File: src/rtl/vga_sync_decoder.sv
// Recovers pixel coordinates and active geometry from sampled VGA hsync/vsync/de, and declares lock on stable geometry.
// Latency: one enabled sample. No backpressure: strictly follows pix_en_i. Pulses clear on the next clk_i.
module vga_sync_decoder #(
    parameter int H_ACTIVE    = 640,
    parameter int V_ACTIVE    = 480,
    parameter int XW          = 10,
    parameter int YW          = 10,
    parameter bit SYNC_POL    = 1'b0,
    parameter int LOCK_FRAMES = 2
) (
    input  logic          clk_i,
    input  logic          reset_i,
    input  logic          pix_en_i,
    input  logic          hsync_i,
    input  logic          vsync_i,
    input  logic          de_i,
    output logic          de_o,
    output logic [XW-1:0] x_o,
    output logic [YW-1:0] y_o,
    output logic          line_start_o,
    output logic          frame_start_o,
    output logic [XW-1:0] h_meas_o,
    output logic [YW-1:0] v_meas_o,
    output logic          locked_o,
    output logic          err_o
);

    localparam logic [XW-1:0] H_EXP  = XW'(H_ACTIVE);
    localparam logic [XW-1:0] X_MAX  = {XW{1'b1}};
    localparam logic [YW-1:0] V_EXP  = YW'(V_ACTIVE);
    localparam logic [YW-1:0] Y_MAX  = {YW{1'b1}};
    localparam logic [3:0]    LOCK_N = 4'(LOCK_FRAMES);

    typedef enum logic [1:0] {
        SEARCH  = 2'd0,
        ACQUIRE = 2'd1,
        LOCKED  = 2'd2
    } state_t;

    // Sync samples are stored as "active" flags so SYNC_POL only appears here.
    logic hs_act, vs_act;
    assign hs_act = (hsync_i == SYNC_POL);
    assign vs_act = (vsync_i == SYNC_POL);

    logic          vs_q, vs_d;
    logic          de_q, de_d;
    logic [XW-1:0] x_q, x_d;
    logic [XW-1:0] cnt_q, cnt_d;
    logic [YW-1:0] y_q, y_d;
    logic          lbad_q, lbad_d;
    logic          fbad_q, fbad_d;
    logic [XW-1:0] h_meas_q, h_meas_d;
    logic [YW-1:0] v_meas_q, v_meas_d;
    logic          ls_q, ls_d;
    logic          fs_q, fs_d;

    state_t        state_q;
    logic [3:0]    gcnt_q;
    logic          locked_q;
    logic          err_q;

    logic          de_rise, de_hold, de_fall, vs_rise;
    logic          x_sat, line_bad;
    logic [YW-1:0] y_line;
    logic          fbad_line, frame_good;

    assign de_rise = pix_en_i && de_i && !de_q;
    assign de_hold = pix_en_i && de_i && de_q;
    assign de_fall = pix_en_i && !de_i && de_q;
    assign vs_rise = pix_en_i && vs_act && !vs_q;

    assign x_sat    = (x_q == X_MAX);
    assign line_bad = lbad_q || (cnt_q != H_EXP);

    // Line end is folded in before the frame end, so a de fall coinciding
    // with vsync assertion still counts toward the frame being closed.
    assign y_line     = de_fall ? ((y_q == Y_MAX) ? y_q : y_q + 1'b1) : y_q;
    assign fbad_line  = fbad_q || (de_fall && line_bad);
    assign frame_good = (y_line == V_EXP) && !fbad_line;

    always_comb begin
        vs_d     = vs_q;
        de_d     = de_q;
        x_d      = x_q;
        cnt_d    = cnt_q;
        y_d      = y_q;
        lbad_d   = lbad_q;
        fbad_d   = fbad_q;
        h_meas_d = h_meas_q;
        v_meas_d = v_meas_q;
        ls_d     = 1'b0;
        fs_d     = 1'b0;
        if (pix_en_i) begin
            vs_d = vs_act;
            de_d = de_i;
            if (de_rise) begin
                x_d    = '0;
                cnt_d  = XW'(1);
                lbad_d = hs_act;
                ls_d   = 1'b1;
            end else if (de_hold) begin
                x_d    = x_sat ? x_q : x_q + 1'b1;
                cnt_d  = (cnt_q == X_MAX) ? cnt_q : cnt_q + 1'b1;
                lbad_d = lbad_q || hs_act || x_sat;
            end
            if (de_fall) begin
                h_meas_d = cnt_q;
                lbad_d   = 1'b0;
            end
            y_d    = y_line;
            fbad_d = fbad_line;
            if (vs_rise) begin
                v_meas_d = y_line;
                y_d      = '0;
                fbad_d   = 1'b0;
                fs_d     = 1'b1;
            end
        end
    end

    always_ff @(posedge clk_i or posedge reset_i) begin
        if (reset_i) begin
            vs_q     <= 1'b0;
            de_q     <= 1'b0;
            x_q      <= '0;
            cnt_q    <= '0;
            y_q      <= '0;
            lbad_q   <= 1'b0;
            fbad_q   <= 1'b0;
            h_meas_q <= '0;
            v_meas_q <= '0;
            ls_q     <= 1'b0;
            fs_q     <= 1'b0;
        end else begin
            vs_q     <= vs_d;
            de_q     <= de_d;
            x_q      <= x_d;
            cnt_q    <= cnt_d;
            y_q      <= y_d;
            lbad_q   <= lbad_d;
            fbad_q   <= fbad_d;
            h_meas_q <= h_meas_d;
            v_meas_q <= v_meas_d;
            ls_q     <= ls_d;
            fs_q     <= fs_d;
        end
    end

    // Leaving LOCKED drops to ACQUIRE, so a frame can raise at most one err_o.
    always_ff @(posedge clk_i or posedge reset_i) begin
        if (reset_i) begin
            state_q  <= SEARCH;
            gcnt_q   <= '0;
            locked_q <= 1'b0;
            err_q    <= 1'b0;
        end else begin
            err_q <= 1'b0;
            if (pix_en_i) begin
                case (state_q)
                    SEARCH: begin
                        if (vs_rise) begin
                            state_q <= ACQUIRE;
                            gcnt_q  <= '0;
                        end
                    end
                    ACQUIRE: begin
                        if (vs_rise) begin
                            if (frame_good) begin
                                gcnt_q <= gcnt_q + 1'b1;
                                if (gcnt_q + 4'd1 == LOCK_N) begin
                                    state_q  <= LOCKED;
                                    locked_q <= 1'b1;
                                end
                            end else begin
                                gcnt_q <= '0;
                            end
                        end
                    end
                    LOCKED: begin
                        if ((de_fall && line_bad) || (vs_rise && !frame_good)) begin
                            state_q  <= ACQUIRE;
                            gcnt_q   <= '0;
                            locked_q <= 1'b0;
                            err_q    <= 1'b1;
                        end
                    end
                    default: begin
                        state_q  <= SEARCH;
                        gcnt_q   <= '0;
                        locked_q <= 1'b0;
                    end
                endcase
            end
        end
    end

    assign de_o          = de_q;
    assign x_o           = x_q;
    assign y_o           = y_q;
    assign line_start_o  = ls_q;
    assign frame_start_o = fs_q;
    assign h_meas_o      = h_meas_q;
    assign v_meas_o      = v_meas_q;
    assign locked_o      = locked_q;
    assign err_o         = err_q;

endmodule

File: config.mk
export PLATFORM = sky130hd
export DESIGN_NAME = vga_sync_decoder
export DESIGN_NICKNAME = d
export VERILOG_FILES = /design/src/rtl/vga_sync_decoder.sv
export SDC_FILE = /design/constraint.sdc
export NUM_CORES = 1
export LEC_CHECK = 0
export CAP_MARGIN = 20
export CELL_PAD_IN_SITES_DETAIL_PLACEMENT = 1
export CELL_PAD_IN_SITES_GLOBAL_PLACEMENT = 1
export CORE_ASPECT_RATIO = 1.5
export CORE_MARGIN = 2
export CORE_UTILIZATION = 25
export CTS_CLUSTER_DIAMETER = 30
export DETAILED_ROUTE_END_ITERATION = 6
export DONT_BUFFER_PORTS = 1
export HOLD_SLACK_MARGIN = 0.02
export PLACE_DENSITY_LB_ADDON = 0.1
export RECOVER_POWER = 25
export SETUP_SLACK_MARGIN = 0.5
export SLEW_MARGIN = 20
export SYNTH_ARGS = -nofsm -noshare
export SYNTH_HDL_FRONTEND = slang
export SYNTH_SLANG_ARGS = --single-unit
File: constraint.sdc
create_clock -name clk_i -period 3.25 [get_ports clk_i]
set_clock_uncertainty 0.2 [all_clocks]
set_input_delay 0.4875 -clock clk_i [delete_from_list [all_inputs] [get_ports clk_i]]
set_output_delay 0.4875 -clock clk_i [all_outputs]
set_load 0.02 [all_outputs]
==> results of run 1 <==
[per-stage QoR]
| stage | utilization | area, sq um | power, W | hold slack, ps |
|---|---|---|---|---|
| finish | 0.302 | 3750 | 0.00220 | 41.0 |
| global route | 0.302 | 3750 | 0.00232 | 39.3 |
| CTS | 0.299 | 3720 | 0.00224 | 26.3 |
| detailed placement | 0.273 | 3390 | 0.00121 | 217 |
| global placement | 0.273 | 3390 | 0.00121 | 216 |
| floorplan | - | 3170 | 0.00113 | 268 |
[area by class of cell]
| class | instances | share of cell area |
|---|---|---|
| clock buffer | 11 | 0.0673 |
| clock inverter | 5 | 0.0147 |
| inverter | 15 | 0.0150 |
| multi-input combinational | 247 | 0.392 |
| sequential | 64 | 0.427 |
| tap | 156 | 0.0520 |
| timing repair buffer | 16 | 0.0317 |
[sequential cells by signal (all words and copies together) (netlist names)]
signal,cells
de_o,1
err_o,1
lbad_q,1
h_meas_o,10
cnt_q,10
state_q,2
locked_o,1
y_o,10
v_meas_o,10
fbad_q,1
frame_start_o,1
vs_q,1
gcnt_q,4
x_o,10
line_start_o,1
[worst paths after layout]
path | startpoint | endpoint | cells after the start
hold / removal | pix_en_i | lbad_q | 1
hold reg to reg | gcnt_q[3] | gcnt_q[3] | 1
setup reg to reg | y_o[7] | gcnt_q[1] | 7
min in group asynchronous | reset_i | h_meas_o[5] | 2
setup / recovery | y_o[7] | gcnt_q[1] | 7
max in group asynchronous | reset_i | y_o[1] | 3
[critical path, delay by kind of cell (launching register included)]
family / cells / cell delay [ps]
mux: 2 / 480
simple gates: 3 / 640
flops: 1 / 620
compound gates: 2 / 600
[cells in the final DEF, fill, tap and decap left out, types with 3 or more instances in the layout]
master,instances
a21o_1,3
nor4_1,3
o21ai_0,25
nor3_1,8
nand2_1,53
xor2_1,7
nand2b_1,6
o21ai_1,3
nor2b_1,3
ha_1,5
or3_1,7
nand3_1,17
a21oi_1,16
nand4_1,6
dfrtp_1,62
xnor2_1,5
mux2i_1,5
and3_1,5
inv_1,15
clkbuf_16,9
buf_4,14
nor2_1,35
[kinds of logic after synthesis]
group,synth area share
flip-flops,0.506
multiplexers,0.0261
AND/OR/NAND/NOR,0.238
XOR/XNOR,0.0332
buffers and inverters,0.0383
AO/OA/AOI/OAI,0.135
adder cells (fa/ha/maj),0.0237
[power by group through the flow]
stage / registers (W) / logic, W / clock network (W)
4_1_cts: 0.000987 / 0.000213 / 0.00104
2_1_floorplan: 0.000979 / 0.000150 / 0
3_3_place_gp: 0.000997 / 0.000209 / 0
6_report: 0.000985 / 0.000208 / 0.00100
3_5_place_dp: 0.000998 / 0.000210 / 0
5_1_grt: 0.000999 / 0.000244 / 0.00108
[routing by layer]
| metal | track usage | vias to the layer above | wire length [um] |
|---|---|---|---|
| met5 | 0 | - | 0 |
| met4 | 0.0669 | 0 | 185 |
| met3 | 0.0372 | 14 | 423 |
| met2 | 0.248 | 53 | 4800 |
| met1 | 0.154 | 1265 | 3660 |
| li1 | - | 1201 | - |
[what timing repair did]
item / CTS / global route
gates resized for setup: 4 / 5
setup buffers: 0 / 2
hold endpoints to repair: 19 / 0
setup endpoints to repair: 2 / 5
hold buffers: 1 / 0
pin swaps: 0 / 2
==> qor.yml, run 1 <==
route.detailed.drc: 0
antenna_found_initial: 0
synth.distinct_cells: 51
ys_seq_elements: 64
setup_violations: 0
place_inst: 495
diodes: 0
synth-edff-count: 0
portBuffers: 0
synth_top_area_cell: "dfrtp_1"
p_switching_w: 0.000623
track_usage: 0.141
cp_max_fo: 9
ir_worst_vdd_v: 0.000231
ios: 51
cp_slowest_stage_delay_ps: 620
crit_arrival_ps: 2670
register_area_sq_um: 1600
slew_viol_final: 0
dr.pass1.iters: 4
cts_num_sinks: 64
cp_slowest_cell: "dfrtp_1"
drv_cap: 0
viasPerCell: 4.93
clock-root-buffer: "clkbuf_16"
grt_max_degree: 24
cts.path.max_buffers: 2
fmax_mhz: 375
combPwrFrac: 0.095
area_delta_synth_final_pct: 18.6
synth_flop_cell: "dfrtp_1"
gp_congestion: 0.753
worst-r2r-setup-slack_ps: 580
max_slew_margin: 0.407
worstPathCellList: "nand4_1 -> o21ai_0 -> mux2i_4 -> and4_4 -> nand3_2 -> a21oi_4 -> mux2_1"
syn-cell-area_sq_um: 3170
synth.yosys.seq_area_share: 0.506
syn_inst: 339
fin_nets: 365
endpoint_kind: "register"
period_minus_slack_ps: 2670
grt_pass1_wl_um: 14300
synth_area_per_cell_sq_um: 9.34
synthArstFlopShare: 1.00
die-height_um: 142
hp-class: "in2reg"
pwr-share-clk: 0.456
synth_top_area_share: 0.506
rsz0062_at_grt: "false"
synth.most_common_cell: "dfrtp_1"
cts_tree: "yes"
wl_um: 9060
critPathLaunchType: "register"
placementRows: 50
hold_viol: 0
status: "complete, no violations"
vias: 2533
coreArea_sq_um: 12400
setup_ws_ps: 585
tns_ps: 0
ys_warn_count: 0
grt_overflow: 0
drtAntennaViolNets: 0
numCtsBuffers: 9
initial_utilization: 0.254
synth_common_cells: "dfrtp_1, nand2_1, nor2_1, o21ai_0"
wl_per_cell_um: 17.6
pre_cts_ws_ps: 382
die_area_sq_um: 13600
worst_slew_pin_slew_ps: 889
nFillCells: 1419
p_int_w: 0.00157
dp_hpwl_um: 6540
finalCritPeriodShare: 0.820
finalNonFillerCells: 514
cts.reportedPaths.clkPinSlew_ps: 60
die_w_um: 95.9
drive_above_1_share: 0.126
cp.required_ps: 3260
leakage_nw: 1.67
p_seq_frac: 0.449
swShare: 0.284
clock_latency_ps: 330
ys_top_cells_by_area: "dfrtp_1, nand2_1, nor2_1"
multiInputGateArea_sq_um: 1470
synth_nets: 351
h-tree-depth: 3
power.density_nw_per_um2: 585
initialDrtViolationCount: 59
critPathKind: "reg2reg"
grt_pass1_vias: 2631
(Power assumes the default switching activity.)
==> run 2: changes to the inputs <==
clock period = 2.31 ns   (was 3.25 ns; I/O delays follow)
==> qor.yml, run 2 (synthesis results as in run 1) <==
critPathLaunchType: "register"
grt_pass1_vias: 3105
die_area_sq_um: 13600
setup.worst_path.start: "y_o[0]"
coreArea_sq_um: 12400
track_usage: 0.156
dr.pass1.iters: 4
worst_slew_pin_slew_ps: 933
drv_cap: 0
hold_viol: 0
pre_cts_ws_ps: -8.57
initialDrtViolationCount: 94
dp_hpwl_um: 6850
clock-root-buffer: "clkbuf_16"
p_int_w: 0.00237
clock_latency_ps: 330
die_w_um: 95.9
layout_common_cells: "buf_4, dfrtp_1, nand2_1"
area_delta_synth_final_pct: 47.2
p_seq_frac: 0.401
numCtsBuffers: 9
status: "complete, no violations"
drtAntennaViolNets: 0
rsz0062_at_grt: "true"
portBuffers: 0
viasPerCell: 4.77
placementRows: 50
wl_per_cell_um: 16.8
fin_util: 0.374
critPathKind: "reg2reg"
cts_num_sinks: 64
finalNonFillerCells: 584
cp.required_ps: 2320
combPwrFrac: 0.178
slew_viol_final: 0
pwr-share-clk: 0.422
vias: 2785
gp_congestion: 0.805
diodes: 0
period_minus_slack_ps: 2300
hp-class: "in2reg"
cp_max_fo: 4
grt_pass1_wl_um: 16000
wl_um: 9810
finalCritPeriodShare: 0.995
cts.path.max_buffers: 2
rr_startpoint: "y_o[0]"
power.density_nw_per_um2: 714
setup_violations: 0
cts.reportedPaths.clkPinSlew_ps: 50
ir_worst_vdd_v: 0.000306
die-height_um: 142
grt_max_degree: 65
fmax_mhz: 435
crit_arrival_ps: 2310
fin_nets: 435
route.detailed.drc: 0
place_area_sq_um: 3890
worstHoldStart: "de_i"
ios: 51
p_switching_w: 0.000956
leakage_nw: 2.10
initial_utilization: 0.254
h-tree-depth: 3
final_common_cell: "buf_4"
max_slew_margin: 0.378
antenna_found_initial: 0
place_inst: 542
grt_overflow: 0
setup_ws_ps: 10.7
endpoint_kind: "register"
swShare: 0.287
final_area_sq_um: 4660
cts_tree: "yes"
drive_above_1_share: 0.395
[run 2: cell count changes in the layout (fill, tap and decap cells not counted), moves of 10 or more]
cell / change
buf_4: +51
buf_6: +16
dfrtp_1: -10
dfrtp_2: +10
[run 2: power by group through the flow]
stage,combinational [W],clock (W),sequential [W]
global route,0.000655,0.00152,0.00135
detailed placement,0.000488,0,0.00135
finish,0.000591,0.00140,0.00133
global placement,0.000481,0,0.00135
floorplan,0.000230,0,0.00140
CTS,0.000565,0.00146,0.00133
[run 2: worst max-delay path, stage by stage (launching register included)]
cell and delay [ps]:
dfrtp_2 430, ha_4 180, and2_4 170, nand3_2 60
mux2i_1 220, and4_1 270, nand3_2 130, a21oi_4 210
mux2_4 310
[run 2: through the flow]
stage          total power, W  hold WS, ps  TNS (ps)
2_1_floorplan         0.00163          268     -92.7
3_3_place_gp          0.00183          147         0
3_5_place_dp          0.00184          157     -8.57
4_1_cts               0.00336         34.9     -1.67
5_1_grt               0.00353         54.6      -328
6_report              0.00333         49.7         0
[run 2: worst paths after layout]
| kind | slack [ps] | cells past startpoint | to |
|---|---|---|---|
| worst max register to register | 10 | 8 | gcnt_q[0] |
| max in group asynchronous | 620 | 3 | x_o[0] |
| worst min-delay path | 50 | 3 | lbad_q |
| worst max-delay path | 10 | 8 | gcnt_q[0] |
| worst min register to register | 300 | 2 | fbad_q |
| min in group asynchronous | 630 | 3 | h_meas_o[9] |
[run 2: repair_timing]
action / 4_1_cts / 5_1_grt
resized for setup: 40 / 35
setup endpoints to repair: 31 / 42
buffers inserted: 16 / 7
endpoints found under the hold margin: 68 / 0
pin swaps: 19 / 18
hold buffers: 3 / 0
[run 2: metal layers]
metal,track usage,part of all wire,up-vias
met5,0,0,-
met4,0.0602,0.019,0
met3,0.0345,0.026,12
met2,0.286,0.56,40
met1,0.169,0.40,1395
li1,-,-,1338
[run 2: layout make-up]
cell class,instances,area (sq um)
fillers,1421,7790
multi-input cells,247,1760
flip-flops and latches,64,1620
repair buffers,86,726
clock buffers,11,253
well taps,156,195
inverters,15,60.1
clock inverters,5,55.1
==> run 3: changes to the inputs <==
clock period = 2.9 ns   (was 2.31 ns; I/O delays follow)
==> qor.yml, run 3 (synthesis results as in run 1) <==
numCtsBuffers: 9
power.density_nw_per_um2: 611
cp_max_fo: 8
coreArea_sq_um: 12400
finalCritPeriodShare: 0.830
cp.required_ps: 2910
grt_max_degree: 46
vias: 2564
initial_utilization: 0.254
hp-class: "in2reg"
cp_slowest_cell: "and3b_1"
dp_hpwl_um: 6950
nFillCells: 1428
timing.rr.end: "gcnt_q[1]"
viasPerCell: 4.86
finalNonFillerCells: 528
status: "complete, no violations"
gp_congestion: 0.779
cts_num_sinks: 64
cts_tree: "yes"
h-tree-depth: 3
cts.path.max_buffers: 2
grt_pass1_vias: 2789
layout_common_cells: "dfrtp_1, nand2_1, nor2_1"
die-height_um: 142
die_w_um: 95.9
setup_violations: 0
wl_um: 9480
critPathLaunchType: "register"
rr_startpoint: "de_o"
max_slew_margin: 0.403
crit_arrival_ps: 2420
rsz0062_at_grt: "true"
dr.pass1.iters: 4
place_inst: 503
final_common_cell: "dfrtp_1"
period_minus_slack_ps: 2410
fin_nets: 381
tns_ps: 0
worst-r2r-setup-slack_ps: 490
leakage_nw: 1.75
final_area_sq_um: 3940
critPathKind: "reg2reg"
ios: 51
drtAntennaViolNets: 0
area_delta_synth_final_pct: 24.4
diodes: 0
initialDrtViolationCount: 54
hold_viol: 0
grt_pass1_wl_um: 15300
placementRows: 50
ir_worst_vdd_v: 0.000253
endpoint_kind: "register"
route.detailed.drc: 0
holdPathStages: 1
antenna_found_initial: 0
portBuffers: 0
worst_slew_pin_slew_ps: 894
place_area_sq_um: 3470
drive_above_1_share: 0.202
worstPathCellList: "and3b_1 -> buf_4 -> a41o_1 -> o211ai_1 -> o41ai_4 -> nand3_4 -> a21oi_4 -> mux2_4"
fmax_mhz: 415
cp_slowest_stage_delay_ps: 410
cts.reportedPaths.clkPinSlew_ps: 50
clock_latency_ps: 330
slew_viol_final: 0
r2r.worst_path.cells: 8
track_usage: 0.151
grt_overflow: 0
wl_per_cell_um: 17.9
drv_cap: 0
worstHoldStart: "pix_en_i"
die_area_sq_um: 13600
clock-root-buffer: "clkbuf_16"
whs_endpoint: "de_o"
## run 3: cell types whose count changed in the layout (fill, tap and decap cells not counted), moves of 4 or more
cell      previous run  this run
a21oi_1              8        15
dfrtp_2             12         8
o21ai_0             17        24
nand2_1             49        53
buf_6               16         0
dfrtp_1             52        56
clkbuf_1             0         4
nand2_2              5         0
a21oi_2             10         3
buf_4               65        27
o21ai_1              8         3
## run 3: through the flow
stage	utilization	total power [W]	hold slack (ps)	setup WS (ps)
finish	0.316	0.00240	39.4	492
detailed placement	0.279	0.00137	169	272
global placement	0.279	0.00137	167	314
CTS	0.309	0.00244	26.5	446
floorplan	-	0.00127	268	510
global route	0.316	0.00254	33.5	372
## run 3: layer usage
layer,vias up,share of wire,track usage
met5,-,0,0
met4,0,0.012,0.0586
met3,10,0.039,0.0351
met2,44,0.55,0.270
met1,1281,0.40,0.170
li1,1229,-,-
## run 3: what timing repair did
action / 4_1_cts / 5_1_grt
gates resized for setup: 13 / 18
buffers inserted: 4 / 5
endpoints found under the setup margin: 5 / 13
hold buffers: 2 / 0
pin swaps: 4 / 7
cloned: 0 / 0
hold endpoints to repair: 21 / 0
## run 3: cell type report
class                           instances  area [sq um]  share of cell area
Clock buffer                           14           274              0.0696
Inverter                               15          56.3              0.0143
Multi-Input combinational cell        247          1550               0.394
Sequential cell                        64          1610               0.409
Tap cell                              156           195              0.0496
Timing Repair Buffer                   32           250              0.0635
## run 3: worst max-delay path by stage
| stage | slack [ps] | startpoint | cells past startpoint | end |
|---|---|---|---|---|
| after floorplan | 510 | y_o[0] | 8 | gcnt_q[0] |
| after global placement | 310 | de_i | 8 | gcnt_q[0] |
| after detailed placement | 270 | de_i | 8 | gcnt_q[1] |
| after CTS | 450 | y_o[0] | 8 | gcnt_q[0] |
| after global routing | 370 | de_o | 8 | gcnt_q[1] |
| final | 490 | de_o | 8 | gcnt_q[1] |
## run 3: where the power goes
| part | switching (W) | total (W) | internal [W] |
|---|---|---|---|
| combinational | 0.000183 | 0.000297 | 0.000115 |
| sequential | 0.000128 | 0.00110 | 0.000967 |
| clock | 0.000373 | 0.00101 | 0.000639 |
## run 3: critical path, delay by kind of cell (launching register included)
family	cells	cell delay, ps
flops	1	330
mux	1	320
compound gates	4	650
simple gates	2	540
buf+inv	1	240
